`config.mk`:
```
export PLATFORM = sky130hd
export DESIGN_NAME = complex_row_by_vector_scheduler
export DESIGN_NICKNAME = d
export VERILOG_FILES = /design/src/rtl/complex_rbv_pkg.sv /design/src/rtl/rbv_tag_pipe.sv /design/src/rtl/complex_row_by_vector_scheduler.sv
export SDC_FILE = /design/constraint.sdc
export NUM_CORES = 1
export LEC_CHECK = 0
export CORE_MARGIN = 10
export CORE_UTILIZATION = 24
export CTS_CLUSTER_SIZE = 24
export DETAILED_ROUTE_END_ITERATION = 10
export GPL_TIMING_DRIVEN = 0
export SYNTH_ARGS = -nofsm -noshare
export SYNTH_HDL_FRONTEND = slang
export SYNTH_HIERARCHICAL = 1
export SYNTH_SLANG_ARGS = --single-unit
```
`constraint.sdc`:
```
create_clock -name clk -period 2 [get_ports clk]
set_input_delay 0.4 -clock clk [delete_from_list [all_inputs] [get_ports clk]]
set_output_delay 0.4 -clock clk [all_outputs]
set_load 0.1 [all_outputs]
```
`src/rtl/complex_rbv_pkg.sv`:
```
// Shared types and constants for the complex row-by-vector scheduler.
// Holds the state encoding, the tag field layout and the default latencies shared with the datapath.
package complex_rbv_pkg;

    typedef enum logic [1:0] {
        ST_IDLE  = 2'd0,
        ST_ISSUE = 2'd1,
        ST_DRAIN = 2'd2,
        ST_DONE  = 2'd3
    } sched_state_t;

    // Tag layout: {row, last, first, valid}, with valid in bit 0
    localparam int TAG_VALID_BIT = 0;
    localparam int TAG_FIRST_BIT = 1;
    localparam int TAG_LAST_BIT  = 2;
    localparam int TAG_ROW_LSB   = 3;
    localparam int TAG_CTRL_W    = 3;

    localparam int DEFAULT_MEM_LAT = 1;
    localparam int DEFAULT_DP_LAT  = 9;

    function automatic int tag_width(input int row_w);
        return TAG_CTRL_W + row_w;
    endfunction

endpackage

```
`src/rtl/rbv_tag_pipe.sv`:
```
// Shift register that carries issue tags alongside the RAM read and the datapath latency.
// Provides a mid-pipe valid tap, the final-stage tag, and a flag for entries still in flight.
module rbv_tag_pipe
    import complex_rbv_pkg::*;
#(
    parameter int TAG_W = 11,
    parameter int DEPTH = 10,
    parameter int TAP   = 1
) (
    input  logic             clk,
    input  logic             reset,
    input  logic [TAG_W-1:0] tag_in,
    output logic             tap_valid,
    output logic [TAG_W-1:0] out_tag,
    output logic             pending
);

    logic [TAG_W-1:0] stage_q [DEPTH];

    always_ff @(posedge clk) begin
        if (reset) begin
            for (int i = 0; i < DEPTH; i++) begin
                stage_q[i] <= '0;
            end
        end else begin
            stage_q[0] <= tag_in;
            for (int i = 1; i < DEPTH; i++) begin
                stage_q[i] <= stage_q[i-1];
            end
        end
    end

    generate
        if (TAP == 0) begin : g_tap_direct
            assign tap_valid = tag_in[TAG_VALID_BIT];
        end else begin : g_tap_stage
            assign tap_valid = stage_q[TAP-1][TAG_VALID_BIT];
        end
    endgenerate

    assign out_tag = stage_q[DEPTH-1];

    // The final stage is excluded: it drains on the next edge, so the scheduler can finish in step with it
    always_comb begin
        pending = 1'b0;
        for (int i = 0; i < DEPTH - 1; i++) begin
            pending = pending | stage_q[i][TAG_VALID_BIT];
        end
    end

endmodule

```
`src/rtl/complex_row_by_vector_scheduler.sv`:
```
// Issues 192b chunk reads row by row for a complex matrix-by-vector product and tags the datapath results.
// Optional issue stall input is enabled with the RBV_SCHED_STALL_EN macro.
module complex_row_by_vector_scheduler
    import complex_rbv_pkg::*;
#(
    parameter int ADDR_W  = 10,
    parameter int ROW_W   = 8,
    parameter int CHUNK_W = 6,
    parameter int MEM_LAT = DEFAULT_MEM_LAT,
    parameter int DP_LAT  = DEFAULT_DP_LAT
) (
    input  logic               clk,
    input  logic               reset,
    input  logic               start,
    input  logic [ROW_W-1:0]   num_rows,
    input  logic [CHUNK_W-1:0] chunks_per_row,
`ifdef RBV_SCHED_STALL_EN
    input  logic               stall,
`endif
    output logic               busy,
    output logic               done,
    output logic               rd_en,
    output logic [ADDR_W-1:0]  a_rd_addr,
    output logic [ADDR_W-1:0]  p_rd_addr,
    output logic               start_row_by_vector,
    output logic               partial_valid,
    output logic               partial_first,
    output logic               partial_last,
    output logic [ROW_W-1:0]   partial_row
);

    localparam int TAG_W = tag_width(ROW_W);
    localparam int DEPTH = MEM_LAT + DP_LAT;

    sched_state_t       state_q, state_d;
    logic [ROW_W-1:0]   cfg_rows;
    logic [CHUNK_W-1:0] cfg_chunks;
    logic [ROW_W-1:0]   row_cnt;
    logic [CHUNK_W-1:0] chunk_cnt;
    logic [ADDR_W-1:0]  addr_cnt;
    logic               accept;
    logic               hold;
    logic               cfg_ok;
    logic               last_chunk;
    logic               last_row;
    logic               pending;
    logic [TAG_W-1:0]   tag_in;
    logic [TAG_W-1:0]   out_tag;

`ifdef RBV_SCHED_STALL_EN
    assign hold = stall;
`else
    assign hold = 1'b0;
`endif

    assign cfg_ok     = (num_rows != '0) && (chunks_per_row != '0);
    assign last_chunk = (chunk_cnt == cfg_chunks - CHUNK_W'(1));
    assign last_row   = (row_cnt == cfg_rows - ROW_W'(1));

    always_ff @(posedge clk) begin
        if (reset) begin
            state_q <= ST_IDLE;
        end else begin
            state_q <= state_d;
        end
    end

    always_comb begin
        state_d = state_q;
        busy    = 1'b1;
        done    = 1'b0;
        rd_en   = 1'b0;
        accept  = 1'b0;
        case (state_q)
            ST_IDLE: begin
                busy = 1'b0;
                if (start) begin
                    if (cfg_ok) begin
                        accept  = 1'b1;
                        state_d = ST_ISSUE;
                    end else begin
                        state_d = ST_DONE;
                    end
                end
            end
            ST_ISSUE: begin
                if (!hold) begin
                    rd_en = 1'b1;
                    if (last_chunk && last_row) begin
                        state_d = ST_DRAIN;
                    end
                end
            end
            ST_DRAIN: begin
                if (!pending) begin
                    state_d = ST_DONE;
                end
            end
            ST_DONE: begin
                done    = 1'b1;
                state_d = ST_IDLE;
            end
            default: begin
                state_d = ST_IDLE;
            end
        endcase
    end

    // The A address is a free-running linear count, equal to row*chunks_per_row + chunk modulo 2^ADDR_W
    always_ff @(posedge clk) begin
        if (reset) begin
            cfg_rows   <= '0;
            cfg_chunks <= '0;
            row_cnt    <= '0;
            chunk_cnt  <= '0;
            addr_cnt   <= '0;
        end else if (accept) begin
            cfg_rows   <= num_rows;
            cfg_chunks <= chunks_per_row;
            row_cnt    <= '0;
            chunk_cnt  <= '0;
            addr_cnt   <= '0;
        end else if (rd_en) begin
            addr_cnt <= addr_cnt + ADDR_W'(1);
            if (last_chunk) begin
                chunk_cnt <= '0;
                row_cnt   <= row_cnt + ROW_W'(1);
            end else begin
                chunk_cnt <= chunk_cnt + CHUNK_W'(1);
            end
        end
    end

    always_comb begin
        tag_in                          = '0;
        tag_in[TAG_VALID_BIT]           = rd_en;
        tag_in[TAG_FIRST_BIT]           = rd_en && (chunk_cnt == '0);
        tag_in[TAG_LAST_BIT]            = rd_en && last_chunk;
        tag_in[TAG_ROW_LSB +: ROW_W]    = rd_en ? row_cnt : '0;
    end

    rbv_tag_pipe #(
        .TAG_W (TAG_W),
        .DEPTH (DEPTH),
        .TAP   (MEM_LAT)
    ) u_tag_pipe (
        .clk       (clk),
        .reset     (reset),
        .tag_in    (tag_in),
        .tap_valid (start_row_by_vector),
        .out_tag   (out_tag),
        .pending   (pending)
    );

    assign a_rd_addr     = addr_cnt;
    assign p_rd_addr     = ADDR_W'(chunk_cnt);
    assign partial_valid = out_tag[TAG_VALID_BIT];
    assign partial_first = out_tag[TAG_FIRST_BIT];
    assign partial_last  = out_tag[TAG_LAST_BIT];
    assign partial_row   = out_tag[TAG_ROW_LSB +: ROW_W];

endmodule

```
==> results by group, run 1 <==
Drt
  – Met2 WL post-DR: 4260 um
  – Routed len/inst: 10.4 um
  – Met3 WL: 614 um
  – Drt initial violations: 144
  – Vias: 3294
  – M1 wire length: approximately 4100 um
  – DRT antenna net count: 0
  – Drt total wl: roughly 9000 um
  – Uppermost layer routed: met4
  – DR pass1 iterations: 4
  – Post-route DRC: 0
  – Via-to-Cell Ratio: 3.73

Logic synthesis
  – Synth Register Bits: 150
  – Sequential area share after synthesis: 0.550
  – Synth unique cells: 51
  – Synth Area per Inst: 10.8 um2
  – Cells after synthesis: 507
  – Top FF cell, synth: dfxtp_1
  – Number of flops mapped to enable cells by yosys: 0
  – Fraction of registers with async set/reset: 0
  – Post-Synthesis Cell Area: between 0.005 and 0.006 mm2
  – Yosys warns: 6

CTS
  – Worst-path clk slew: 0.07 ns
  – Clk buf depth: 2
  – Cts bufs inserted: 17
  – Root Buffer: clkbuf_16
  – Worst-Skew Late Latency: between 0.4 and 0.5 ns
  – CTS sink cnt: 150
  – TritonCTS clock tree: done
  – CTS H-tree lvls: 4

Finish
  – Nets: 611
  – Filler Cell Count: about 2.3k
  – Ant diodes: 0
  – Most common cell after layout, fill and taps aside: dfxtp_1
  – Layout area overhead: 31.5%
  – Commonest non-fill, non-tap cells in the layout: dfxtp_1 (138), nor2b_1 (110), nor2_1 (49), clkdlybuf4s15_2 (28), buf_4 (25)
  – Layout cells sized above 1: 0.251
  – Sequential cell area: 0.00303 mm2
  – Multi-input logic area: between 0.002 and 0.0025 mm2
  – Final Cell Area: 0.00719 mm2

STA
  – Setup TNS: 0 ns
  – Fin. Hold Viols: 0
  – Fmax: 516 MHz
  – RSZ-0062 raised after global routing: yes
  – Min Tclk post-route: 1.94 ns
  – Final worst-path cycle share: 0.968
  – Least-Margin Pin Slew: between 0.5 and 0.6 ns
  – Setup skew after layout: 0.00743 ns
  – Slew Viols, Final: 0
  – Final Setup Violations: 0
  – Max-slew headroom: 0.626
  – Setup ws final: 0.0631 ns

Pwr
  – Internal Power: approximately 0.0054 W
  – Sw power: around 0.0026 W
  – Clk pwr share: 0.391
  – Maximum vdd ir drop: 0.597 mV
  – LEAKAGE: 2.78 nW
  – Total power: between 0.008 and 0.009 W
  – Sw frac: 0.324
  – Comb power frac: 0.209
  – Reg power frac: 0.400
  – Pwr dens: 1120 mW/mm2

Setup path
  – CP top delay family: compound AO/OA/AOI/OAI gates
  – Worst setup path class: reg2reg
  – CP required: 2.32 ns
  – Cell Chain, Critical Path: inv_2 > ha_4 > xnor2_1 > a211oi_2 > o31ai_4 > buf_6 > a211oi_4 > mux2i_1 > nor2_1
  – Crit-path max FO: 5
  – Crit. End Element: flop
  – Arrival time worst endpoint: approximately 2.3 ns
  – CP max-delay cell: dfxtp_4
  – CP startpoint kind: flop
  – Critical Path Max Stage Delay: 0.37 ns
  – Buffers and inverters on the worst path: 2

Die
  – Die Y: 171 um
  – Initial Util: 0.243
  – Die Area: 0.0292 mm2
  – Core area: 0.0225 mm2
  – Die W: 171 um
  – Ports: 52
  – Std cell rows: 55

Placed design
  – Placed cell areas: 0.00634 mm2
  – Number of port buffers: 47
  – Pre-CTS WS: -0.800 ns
  – Gpl congestion: 0.775
  – Detailed-placement wirelength estimate: 6370 um

GRT
  – Vias in the first global route: 3212
  – Largest net degree at the start of global routing: 19
  – Overall global routing resource usage: 0.0685
  – Initial antenna violation count: 0
  – First-pass GRT wire length: 15700 um
  – GRT overflow: 0

Run
  – Max Cap Viol: 0

Outcome
  – Status: complete, no violations

Worst hold path
  – Worst hold path class: in2reg
## sequential cells by signal (all words and copies together) (netlist names)
| signal | flops |
|---|---|
| a_rd_addr | 10 |
| cfg_chunks | 6 |
| cfg_rows | 8 |
| chunk_cnt | 6 |
| row_cnt | 8 |
| state_q | 2 |
| u_tag_pipe/stage_q | 110 |
## kinds of logic (layout without fill, tap and decap cells)
group                      Yosys count  after routing  synth area share
and+or+nand+nor                    212            212             0.219
buffers and inverters               53            140            0.0630
DFF                                150            150             0.550
other                                1              4          0.000686
adders and majority gates           10             10            0.0229
muxes                               20             20            0.0378
AOI/OAI and AO/OA                   26             26            0.0513
xor gates and xnor gates            35             35            0.0561
## worst reg2reg max path: stages (launching register included)
cell	delay, ns
dfxtp_4	0.37
inv_2	0.05
ha_4	0.22
xnor2_1	0.12
a211oi_2	0.23
o31ai_4	0.16
buf_6	0.15
a211oi_4	0.26
mux2i_1	0.22
nor2_1	0.05
## power groups by stage
stage	clock network (W)	logic, W	registers (W)
floorplan	0	0.00110	0.00339
CTS	0.00326	0.00158	0.00322
global placement	0	0.00153	0.00328
finish	0.00316	0.00168	0.00322
detailed placement	0	0.00154	0.00328
global route	0.00339	0.00181	0.00324
## repair_timing
item	CTS	global route
endpoints found under the hold margin	0	0
pin swaps	15	11
setup endpoints to repair	68	23
gates resized for setup	116	20
setup buffers	5	4
cloned	0	0
hold buffers	0	0
## per-stage QoR
stage	utilization	instances	hold WS, ns
2_1_floorplan	-	510	0.414
3_3_place_gp	0.282	842	0.418
3_5_place_dp	0.282	842	0.420
4_1_cts	0.314	878	0.432
5_1_grt	0.319	882	0.412
6_report	0.319	882	0.341
## metal layers
metal	vias to the layer above	GRT usage
met5	-	0
met4	0	0.0318
met3	13	0.0329
met2	55	0.109
met1	1460	0.0759
li1	1766	-
## final cells by class
type,instances,area share
well taps,285,0.0496
multi-input cells,307,0.315
repair buffers,56,0.0811
plain buffers,34,0.0390
clock buffers,17,0.0592
clock inverters,15,0.0254
inverters,18,0.00993
flip-flops and latches,150,0.421
## path summary, 6_finish.rpt
kind	startpoint	endpoint	slack (ns)	cells after the start
worst max-delay path	cfg_chunks[1]	row_cnt[1]	0.06	9
worst min-delay path	chunks_per_row[0]	cfg_chunks[0]	0.34	3
worst max register to register	cfg_chunks[1]	row_cnt[1]	0.06	9
worst min register to register	u_tag_pipe/stage_q[0][57]	u_tag_pipe/stage_q[0][68]	0.43	1
## cells in the mapped netlist (2+ instances only)
| cell type | instances | area, um2 |
|---|---|---|
| xor2_1 | 16 | 140 |
| nor4_1 | 4 | 25.0 |
| nand3_1 | 8 | 40.0 |
| nor2_1 | 49 | 184 |
| clkbuf_1 | 4 | 15.0 |
| mux2i_1 | 18 | 180 |
| dfxtp_1 | 150 | 3000 |
| xnor2_1 | 19 | 166 |
| and2_1 | 6 | 37.5 |
| a211oi_2 | 2 | 25.0 |
| nand3b_1 | 2 | 15.0 |
| inv_1 | 18 | 67.6 |
| nor3_1 | 5 | 25.0 |
| buf_4 | 15 | 113 |
| ha_1 | 10 | 125 |
| and3_1 | 3 | 18.8 |
| nor2b_1 | 111 | 694 |
| nand2_1 | 10 | 37.5 |
| a21oi_1 | 5 | 25.0 |
| a2111oi_2 | 2 | 30.0 |
| buf_6 | 11 | 124 |
| buf_2 | 5 | 25.0 |
| nand4_1 | 6 | 37.5 |
Power figures use the tool's default switching activity.
==> inputs of run 2 (changes only) <==
--- a/config.mk
+++ b/config.mk
@@ -5,6 +5,7 @@
 export SDC_FILE = /design/constraint.sdc
 export NUM_CORES = 1
 export LEC_CHECK = 0
+export CORE_ASPECT_RATIO = 0.5
 export CORE_MARGIN = 10
 export CORE_UTILIZATION = 24
 export CTS_CLUSTER_SIZE = 24
==> run 2 against run 1 <==
Net effect: setup slack worse by 0.037 ns; sequential share of layout area down 0.073 points; utilization up 0.77 points; clock power up 3%; critical path depth down 3; routed wire length up 3.2%; final area up 0.17%.
==> results by group, run 2 (same netlist as run 1, synthesis figures left out) <==
Outcome
  – Status: complete, no violations

CTS
  – Cts bufs inserted: 17
  – Worst-Skew Late Latency: 0.42 ns
  – CTS H-tree lvls: 4
  – Worst-path clk slew: 0.07 ns
  – TritonCTS clock tree: done
  – Clk buf depth: 2
  – CTS sink cnt: 150
  – Root Buffer: clkbuf_16

Finish
  – Non-filler instance count after layout: 894
  – Nets: 608
  – Sequential cell area: 0.00303 mm2
  – Filler Cell Count: 2214
  – Multi-input logic area: approximately 0.0023 mm2
  – Max reg flops: 110
  – Ant diodes: 0
  – Layout area overhead: 31.7%
  – Post-layout util: 0.327
  – Commonest non-fill, non-tap cells in the layout: dfxtp_1 (138), nor2b_1 (111), nor2_1 (44), clkdlybuf4s15_2 (28), buf_4 (21)
  – Most common cell after layout, fill and taps aside: dfxtp_1
  – Largest reg by FF count: u_tag_pipe/stage_q
  – Layout cells sized above 1: 0.258

Drt
  – Routed len/inst: 10.6 um
  – Drt initial violations: 114
  – Post-route DRC: 0
  – DR pass1 iterations: 4
  – Vias: about 3.3k
  – Via-to-Cell Ratio: 3.65
  – DRT antenna net count: 0
  – Drt total wl: around 9500 um

Worst hold path
  – Hold depth: 1
  – Worst Hold End: u_tag_pipe/stage_q[0][64]
  – Startpoint of the worst hold path: u_tag_pipe/stage_q[0][53]
  – Worst hold path class: reg2reg

GRT
  – Largest net degree at the start of global routing: 17
  – First-pass GRT wire length: 16200 um
  – Overall global routing resource usage: 0.0684
  – GRT overflow: 0
  – Initial antenna violation count: 0
  – Vias in the first global route: 3349

STA
  – Final hold slack: 0.428 ns
  – Fin. Hold Viols: 0
  – Slew Viols, Final: 0
  – Least-Margin Pin Slew: 0.568 ns
  – Setup skew after layout: 0.00738 ns
  – Fmax: roughly 500 MHz
  – Final worst-path cycle share: 0.987
  – Max-slew headroom: 0.623
  – Final Setup Violations: 0
  – RSZ-0062 raised after global routing: yes
  – Min Tclk post-route: 1.97 ns

Die
  – Core area: 0.0220 mm2
  – Initial Util: 0.248
  – Std cell rows: 38
  – Die Y: 127 um
  – Ports: 52
  – Die W: 233 um
  – Die Area: 0.0296 mm2

Placed design
  – Detailed-placement wirelength estimate: 6920 um
  – Number of port buffers: 47
  – DP Cell Count: 857
  – Gpl congestion: 0.739

Setup path
  – Reg2reg end: state_q[1]
  – CP max-delay cell: dfxtp_4
  – CP required: 2.34 ns
  – CP top delay family: compound AO/OA/AOI/OAI gates
  – Worst setup path class: reg2reg
  – Worst flop-to-flop path startpoint: cfg_chunks[1]
  – CP startpoint kind: flop
  – Buffers and inverters on the worst path: 0
  – R2r setup slk: around 0.026 ns
  – Cell Chain, Critical Path: nor3_4 > mux2_4 > a22oi_4 > a21oi_2 > a41oi_2 > mux2i_1
  – Crit-path max FO: 5
  – R2R cell count: 6
  – Arrival time worst endpoint: 2.32 ns
  – Crit. End Element: flop
  – Critical Path Max Stage Delay: between 0.3 and 0.4 ns

Pwr
  – LEAKAGE: about 2.7 nW
  – Pwr dens: 1130 mW/mm2
  – Maximum vdd ir drop: 0.601 mV

Run
  – Max Cap Viol: 0
-- run 2: cell count changes in the layout (fill, tap and decap cells not counted), sizes merged --
cell	delta
clkinv	-5
buf	-4
bufinv	+2
clkinvlp	+2
clkbuf	+1
clkdlybuf4s50	+1
dlymetal6s2s	-1
inv	+1
-- run 2: timing repair --
action                     4_1_cts  5_1_grt
buffers inserted                 5        1
hold endpoints to repair         0        0
pin swaps                       11       13
resized for setup              116       25
hold buffers                     0        0
setup endpoints to repair       57       25
-- run 2: how the worst max path moves through the flow --
stage / from / end / cells past startpoint
after floorplan: chunk_cnt[4] / row_cnt[7] / 6
after global routing: cfg_chunks[0] / row_cnt[5] / 9
after detailed placement: chunks_per_row[1] / a_rd_addr[0] / 9
after CTS: chunks_per_row[0] / a_rd_addr[1] / 8
final: cfg_chunks[1] / state_q[1] / 6
after global placement: chunks_per_row[0] / a_rd_addr[0] / 9
-- run 2: stage by stage --
| step | cell area (um2) | worst slack, ns | power [W] | TNS, ns |
|---|---|---|---|---|
| detailed placement | 6360 | -0.681 | 0.00483 | -19.01 |
| global placement | 6360 | -0.661 | 0.00480 | -18.39 |
| global route | 7200 | -0.0466 | 0.00855 | -0.296 |
| floorplan | 5510 | -0.0191 | 0.00449 | -0.0191 |
| finish | 7200 | 0.0260 | 0.00813 | 0 |
| CTS | 7090 | 0.00565 | 0.00817 | 0 |
-- run 2: area by class of cell --
cell class | count | share of cell area
clock inverter | 15 | 0.0254
timing repair buffer | 53 | 0.0758
inverter | 18 | 0.0103
clock buffer | 17 | 0.0591
buffer | 34 | 0.0395
tap | 300 | 0.0521
sequential | 150 | 0.420
multi-input combinational | 307 | 0.318
-- run 2: power breakdown --
group / switching (W) / total [W] / internal [W]
clock: 0.00137 / 0.00326 / 0.00190
sequential: 0.000124 / 0.00322 / 0.00310
combinational: 0.00103 / 0.00165 / 0.000622
total: 0.00252 / 0.00813 / 0.00561
-- run 2: metal layers --
layer | wire length, um | global-route usage
met1 | 4320 | 0.0774
met2 | 4470 | 0.112
met3 | 546 | 0.0269
met4 | 122 | 0.0328
met5 | 0 | 0
==> inputs of run 3 (changes only) <==
==> constraint.sdc (replaced) <==
create_clock -name clk -period 2.05 [get_ports clk]
set_input_delay 0.41 -clock clk [delete_from_list [all_inputs] [get_ports clk]]
set_output_delay 0.41 -clock clk [all_outputs]
set_load 0.1 [all_outputs]
==> run 3 against run 2 <==
Net effect: utilization fell by 0.15 points; critical endpoint is now a_rd_addr[9]; critical path type is now reg2out; sequential cell count did not move; total power fell by 3.5%; largest power group is now sequential cells; final cell count rose by 0.11%; clock power fell by 6%; via count rose by 1.8%; clock-buffer cell count rose by 2; final area fell by 0.45%; routed wire length rose by 2.3%; die area did not move.
==> results by group, run 3 (same netlist as run 1, synthesis figures left out) <==
Outcome
  – Status: complete, no violations

Setup path
  – Worst flop-to-flop path startpoint: cfg_chunks[0]
  – Arrival time worst endpoint: 1.60 ns
  – CP top delay family: buffers and inverters
  – Worst setup path class: reg2out
  – R2R cell count: 8
  – CP required: 1.64 ns
  – Cell Chain, Critical Path: clkdlybuf4s15_1
  – Buffers and inverters on the worst path: 1
  – CP startpoint kind: flop
  – Crit. End Element: primary output
  – R2r setup slk: 0.11 ns
  – Crit-path max FO: 2
  – CP max-delay cell: clkdlybuf4s15_1
  – Reg2reg end: row_cnt[3]
  – Critical Path Max Stage Delay: 0.83 ns
  – Worst setup endpoint: a_rd_addr[9]
  – Crit path launch: a_rd_addr[9]
  – WP depth: 1

Finish
  – Largest reg by FF count: u_tag_pipe/stage_q
  – Sequential cell area: 0.00302 mm2
  – Most common cell after layout, fill and taps aside: dfxtp_1
  – Non-filler instance count after layout: 895
  – Ant diodes: 0
  – Layout area overhead: 31.1%
  – Nets: 609
  – Filler Cell Count: between 2k and 2.5k
  – Post-layout util: 0.326
  – Multi-input logic area: around 0.0023 mm2
  – Layout cells sized above 1: 0.240
  – Max reg flops: 110
  – Commonest non-fill, non-tap cells in the layout: dfxtp_1 (139), nor2b_1 (111), nor2_1 (49), clkdlybuf4s15_2 (28), buf_4 (21)

Run
  – Max Cap Viol: 0

CTS
  – CTS Hold Buffers Added: 0
  – Clk buf depth: 2
  – Worst-path clk slew: 0.06 ns
  – Root Buffer: clkbuf_16
  – Worst-Skew Late Latency: 0.41 ns
  – CTS H-tree lvls: 4
  – Cts bufs inserted: 17
  – TritonCTS clock tree: done
  – CTS sink cnt: 150

STA
  – Slew Viols, Final: 0
  – Setup skew after layout: between 0.007 and 0.008 ns
  – Least-Margin Pin Slew: about 0.96 ns
  – Final worst-path cycle share: 0.980
  – Fin. Hold Viols: 0
  – Min Tclk post-route: 2.01 ns
  – Fmax: 498 MHz
  – Setup TNS: 0 ns
  – RSZ-0062 raised after global routing: yes
  – Max-slew headroom: 0.363
  – Final Setup Violations: 0

Drt
  – DR pass1 iterations: 4
  – DRT antenna net count: 0
  – Via-to-Cell Ratio: 3.71
  – Drt total wl: 9670 um
  – Routed len/inst: 10.8 um
  – Drt initial violations: 117
  – Post-route DRC: 0
  – Vias: 3322

Pwr
  – LEAKAGE: roughly 2.7 nW
  – Maximum vdd ir drop: 0.471 mV
  – Pwr dens: 1100 mW/mm2

Die
  – Die Y: 127 um
  – Initial Util: 0.248
  – Die W: around 230 um
  – Ports: 52
  – Die Area: a little under 0.03 mm2
  – Std cell rows: 38
  – Core area: ~0.022 mm2

GRT
  – First-pass GRT wire length: ~16000 um
  – GRT overflow: 0
  – Vias in the first global route: 3256
  – Initial antenna violation count: 0
  – Largest net degree at the start of global routing: 17
  – Overall global routing resource usage: 0.0682

Placed design
  – DP Cell Count: 857
  – Number of port buffers: 47
  – Gpl congestion: 0.743
  – Detailed-placement wirelength estimate: just under 7000 um

Worst hold path
  – Startpoint of the worst hold path: u_tag_pipe/stage_q[0][12]
  – Worst hold path class: reg2reg
run 3: through the flow:
| stage | total power [W] | area, um2 | setup slack (ns) | hold WS [ns] |
|---|---|---|---|---|
| after floorplan | 0.00438 | 5510 | 0.0232 | 0.414 |
| after detailed placement | 0.00471 | 6350 | -0.656 | 0.420 |
| after global routing | 0.00823 | 7170 | -0.0296 | 0.447 |
| after CTS | 0.00783 | 7040 | -0.00481 | 0.432 |
| after global placement | 0.00468 | 6350 | -0.626 | 0.418 |
| final | 0.00785 | 7170 | 0.0419 | 0.430 |
run 3: timing repair:
action	CTS	global route
setup endpoints to repair	55	23
gates resized for setup	108	24
pin swaps	5	9
setup buffers	4	3
run 3: layout make-up:
class | instances | area share
buffer | 34 | 0.0396
inverter | 18 | 0.0103
timing repair buffer | 54 | 0.0796
multi-input combinational | 307 | 0.315
clock inverter | 13 | 0.0199
sequential | 150 | 0.422
clock buffer | 19 | 0.0618
tap | 300 | 0.0524
run 3: worst min-delay path by stage:
stage,endpoint,slack (ns),cells after the start
after floorplan,u_tag_pipe/stage_q[0][100],0.41,1
after CTS,u_tag_pipe/stage_q[0][23],0.43,1
after global routing,u_tag_pipe/stage_q[0][15],0.45,1
after detailed placement,u_tag_pipe/stage_q[0][76],0.42,1
after global placement,u_tag_pipe/stage_q[0][92],0.42,1
final,u_tag_pipe/stage_q[0][23],0.43,1
run 3: power by group:
| part | total [W] | switching [W] | internal [W] | leakage [nW] |
|---|---|---|---|---|
| Clock | 0.00307 | 0.00123 | 0.00184 | 0.285 |
| Sequential | 0.00314 | 0.000122 | 0.00302 | 1.22 |
| Combinational | 0.00163 | 0.00100 | 0.000632 | 1.24 |
run 3: routing by layer:
| layer | up-vias | GRT usage | share of wire |
|---|---|---|---|
| met5 | - | 0 | 0 |
| met4 | 0 | 0.0328 | 0.015 |
| met3 | 13 | 0.0289 | 0.056 |
| met2 | 46 | 0.111 | 0.48 |
| met1 | 1498 | 0.0760 | 0.45 |
| li1 | 1765 | - | - |
